File: src/rtl/mwchk_table.sv
// Expected-write table: DEPTH entries of (address, data), synchronous write,
// asynchronous read by index. Contents are deliberately not reset.
module mwchk_table #(
  parameter int unsigned DEPTH  = 8,
  parameter int unsigned ADDR_W = 32,
  parameter int unsigned DATA_W = 32,
  parameter int unsigned IDX_W  = 3,
  parameter int unsigned RIDX_W = 4
) (
  input  logic              clk,
  input  logic              we,
  input  logic [IDX_W-1:0]  widx,
  input  logic [ADDR_W-1:0] waddr,
  input  logic [DATA_W-1:0] wdata,
  input  logic [RIDX_W-1:0] ridx,
  output logic [ADDR_W-1:0] raddr,
  output logic [DATA_W-1:0] rdata
);

  logic [ADDR_W-1:0] mem_addr [DEPTH];
  logic [DATA_W-1:0] mem_data [DEPTH];
  logic              rd_ok;

  always_ff @(posedge clk) begin
    if (we && (widx <= IDX_W'(DEPTH - 1))) begin
      mem_addr[widx] <= waddr;
      mem_data[widx] <= wdata;
    end
  end

  // Out-of-range reads return zero so an oversized entry count cannot alias.
  assign rd_ok = (ridx <= RIDX_W'(DEPTH - 1));
  assign raddr = rd_ok ? mem_addr[ridx[IDX_W-1:0]] : '0;
  assign rdata = rd_ok ? mem_data[ridx[IDX_W-1:0]] : '0;

endmodule

File: config.mk
export PLATFORM = sky130hd
export DESIGN_NAME = mwchk_table
export DESIGN_NICKNAME = d
export VERILOG_FILES = /design/src/rtl/mwchk_table.sv
export SDC_FILE = /design/constraint.sdc
export NUM_CORES = 1
export LEC_CHECK = 0
export BUFFER_PORTS_ARGS = -buffer_cell sky130_fd_sc_hd__buf_4
export CELL_PAD_IN_SITES_DETAIL_PLACEMENT = 0
export CELL_PAD_IN_SITES_GLOBAL_PLACEMENT = 2
export CORE_MARGIN = 2
export CORE_UTILIZATION = 52
export CTS_CLUSTER_SIZE = 8
export DETAILED_ROUTE_END_ITERATION = 6
export PLACE_DENSITY = 0.93
export SLEW_MARGIN = 25
export SYNTH_ARGS = -nofsm -noshare
export SYNTH_HDL_FRONTEND = slang
export SYNTH_SLANG_ARGS = --single-unit
File: constraint.sdc
create_clock -name clk -period 15.26 [get_ports clk]
set_input_delay 1.526 -clock clk [delete_from_list [all_inputs] [get_ports clk]]
set_output_delay 1.526 -clock clk [all_outputs]
set_load 0.02 [all_outputs]
Yosys cells after proc, flatten, opt, wreduce, memory -nomap -nowiden
Memory sizes are Yosys's and may differ from the RTL's.
Cells that the tools add are included.
{"block": "classes", "n_lt_le_gt_ge": 2, "n_mux": 4, "reduce_logical": 1}
{"operator": "$mux W32", "count": 2}
{"operator": "$le A4 B3 Y1 const B", "count": 1}
{"operator": "$le A3 B3 Y1 const B", "count": 1}
{"operator": "$mux W1", "count": 2}
{"operator": "$logic_and A1 B1 Y1", "count": 1}
{"block": "totals", "reg_bits": 0, "ramBits": 512, "inputBits": 73, "wordCells": 9, "mem_count": 2}
{"memory": "mem_addr", "words": 8, "width": 32, "rd": 1, "rd_clocked_by_memory_dff": 0, "write_ports": 1, "line": "20", "source": "logic [ADDR_W-1:0] mem_addr [DEPTH];"}
{"memory": "mem_data", "words": 8, "width": 32, "rd": 1, "rd_clocked_by_memory_dff": 0, "write_ports": 1, "line": "21", "source": "logic [DATA_W-1:0] mem_data [DEPTH];"}

Depth between registers and ports, before layout
{"block": "depth", "ltp_word": 4, "depth_mapped": 5, "ltp_nobuf": 3}

Worst setup path before layout
No wires, ideal clock.
{"block": "synth_timing", "path_kind": "input -> register", "start": "in widx[0]", "end": "mem mem_addr[0][0] (enable)", "path_buffers": 0, "setup_slack_ns": 8.638, "setup_ns": 0.565, "arrival_time_ns": 6.056, "stages": 2, "t_required_ns": 14.695, "path_cell_list": "nand2b_1 nor3_1"}
{"block": "synth_between", "elab_chain_cells": 4}
{"element": "start: declaration", "line": "12", "source": "input logic [IDX_W-1:0] widx,"}
{"element": "$le A3 B3 Y1", "line": "25", "source": "if (we && (widx <= IDX_W'(DEPTH - 1))) begin"}
{"element": "$logic_and A1 B1 Y1", "line": "25"}
{"element": "$mux W1", "line": "25"}
{"element": "$mux W1 (not written as such)", "line": "26", "source": "mem_addr[widx] <= waddr;"}
{"element": "end: declaration", "line": "20"}
Parallel ways exist; a longest one is shown, timed or not.

Worst setup path after layout
{"block": "layout_timing", "start": "in ridx[2]", "end": "out raddr[4]"}
{"block": "layout_between", "elab_chain_cells": 2, "word_cells_on_any_way": 3}
{"element": "start: declaration", "line": "15", "source": "input logic [RIDX_W-1:0] ridx,"}
{"element": "$mem_v2 Z8 W32 or $le A4 B3 Y1 (tied branches)"}
{"element": "$mux W32 (*)", "line": "33", "source": "assign raddr = rd_ok ? mem_addr[ridx[IDX_W-1:0]] : '0;"}
{"element": "end: declaration", "line": "16", "source": "output logic [ADDR_W-1:0] raddr,"}
Every way passes the cells marked *; elsewhere a longest branch is shown, timed or not.

==> flow_summary.ini <==
[layout]
nNetsFinal = 1079
final_common_cell = edfxtp_1
finalNonFillerCells = 1479
final_cell_mix = 512 x edfxtp_1, 148 x buf_4, 128 x mux4_2
syn2layout_area_growth_pct = 17.6
diodes = 0
utilization_pct = 62.2
fillCellCount = 2512
layout-drive-gt1-share_pct = 36.2

[floorplanning]
coreArea_um2 = 36800
die_w_um = 198
initial_core_util_pct = 52.9
ios = 137
rows = 70
die_y_um = 198
dieArea_um2 = 39000

[grt]
grt_usage_pct = 20.4
antenna_found_initial = 0
grt_pass1_vias = 9629
grt_max_degree = 73
grt_pass1_wl_um = 57700
grt_overflow = 0

[sta]
grt_setup_unrepaired = no
fin_crit_sh_pct = 36.0
finalMaxSlewViolations = 0
relSlewSlack_pct = 29.5
worstMarginPinSlew_ns = 1.06
max_freq_mhz = 182
min_period_ns = 5.49
hold_viol_final = 0
tns_ns = 0
setup_viol = 0

[logic_synthesis]
ys_types = 12
syn_area_um2 = 19500
syn_area_per_cell_um2 = 23.7
ys_warn_count = 0
synthCells = 823
yosys_register_bits = 512
seq_area_frac_synth_pct = 78.9
synth_nets = 896

[clock_network]
cts_resized = 0
cts_buffers = 73
cts_tree = yes
root_buffer = clkbuf_16
cts_hold_buf = 0
cts_setup_buffers = 0
cts_buffer_depth = 3
htree_num_levels = 3
clk_pin_slew_worst_paths_ns = 0.05
clkSinkCount = 512

[routing]
drt-total-wl_um = 38300
firstDrtPassIters = 5
drt_iter0_drc = 568
ant_nets = 0
wl_per_cell_um = 25.9
drc = 0
vias = 8741
viasPerCell = 5.91

[critical_path]
slowest_stage = buf_4
cp-end-kind = output pin
cp_slowest_stage_delay_ns = 0.91
critPathMaxFanout = 72
critPathKind = input port to output pin
crit_path_cell_trace = buf_6 > buf_4 > mux4_2 > mux2i_1 > nor2_1 > buf_4
path_common_cell = buf_4
startpoint = ridx[2]
critPathRequiredTime_ns = 13.73
cp.arrival_ns = 3.97
start_kind = input port

[hold_path]
min_from = waddr[18]
hp-class = input port to flop

[run]
drv_cap = 0

[pwr]
p_per_area_nw_per_um2 = 139
p_sw_w = 0.000651
power_frac_seq_pct = 50.5
p_leak_nw = 7.69
p_int_w = 0.00254
total_power_w = 0.00319
netSwitchingFraction_pct = 20.4
combPwrFrac_pct = 6.0
max-vdd-ir-drop_mv = 0.106
power_frac_clock_pct = 43.5

[placed_design]
port_buffers = 136
dpl.hpwl_um = 19500
placedCellCount = 1399
gp_congestion = 0.687

[run_status]
status = completed
## metal layers
layer	up-vias	share of wire, %	global-route usage (%)
met4	0	2.2	6.82
met2	254	51	34.5
met5	-	0	0
li1	3793	-	-
met3	76	5.9	4.75
met1	4618	41	26.5
## critical path: cells and delay by family
family	cells	cell delay [ns]
mux	2	0.75
buf+inv	3	1.54
simple gates	1	0.08
## cells by family after synthesis
family	count (synthesis)	synth area share [%]
AND/OR/NAND/NOR	77	1.54
multiplexers	192	18.1
flip-flops	512	78.9
buffers and inverters	42	1.43
## through the flow
step           cell area (µm²)  hold WS (ns)  setup WS, ns
2_1_floorplan            19500          1.62          8.64
3_3_place_gp             21000          1.76          9.64
3_5_place_dp             21000          1.76          9.62
4_1_cts                  22900          1.14          9.64
5_1_grt                  22900          1.16          9.48
6_report                 22900          1.17          9.77
## power by group through the flow
stage	combinational, W	clock [W]	sequential (W)
floorplan	0.000117	0	0.00163
finish	0.000191	0.00139	0.00161
global placement	0.000192	0	0.00163
detailed placement	0.000196	0	0.00164
CTS	0.000196	0.00142	0.00161
global route	0.000206	0.00147	0.00161
## registers in the layout (all words and copies together) (netlist names)
register	cells
mem_addr	256
mem_data	256
## cell usage after synthesis
| cell type | count | area share [%] |
|---|---|---|
| nor3_1 | 2 | 0.051 |
| mux4_2 | 128 | 15 |
| mux2i_1 | 64 | 3.3 |
| edfxtp_1 | 512 | 79 |
| nand2_1 | 2 | 0.039 |
| clkbuf_1 | 8 | 0.15 |
| buf_1 | 1 | 0.019 |
| buf_2 | 19 | 0.49 |
| nor2_1 | 70 | 1.3 |
| buf_6 | 12 | 0.69 |
| buf_4 | 2 | 0.077 |
| nand2b_1 | 3 | 0.096 |
## final timing paths
path / end / slack, ns / cells after the start
max: raddr[4] / 9.77 / 6
min: mem_addr[2][18]$_DFFE_PP_ / 1.17 / 1
## area by class of cell
type | instances | area (µm²) | share of cell area (%)
flip-flops and latches | 512 | 15400 | 67.1
multi-input cells | 269 | 3880 | 16.9
clock buffers | 74 | 1850 | 8.09
repair buffers | 150 | 1140 | 4.96
well taps | 468 | 586 | 2.56
clock inverters | 6 | 71.3 | 0.311
No activity file was read; power rests on OpenSTA's default activity.
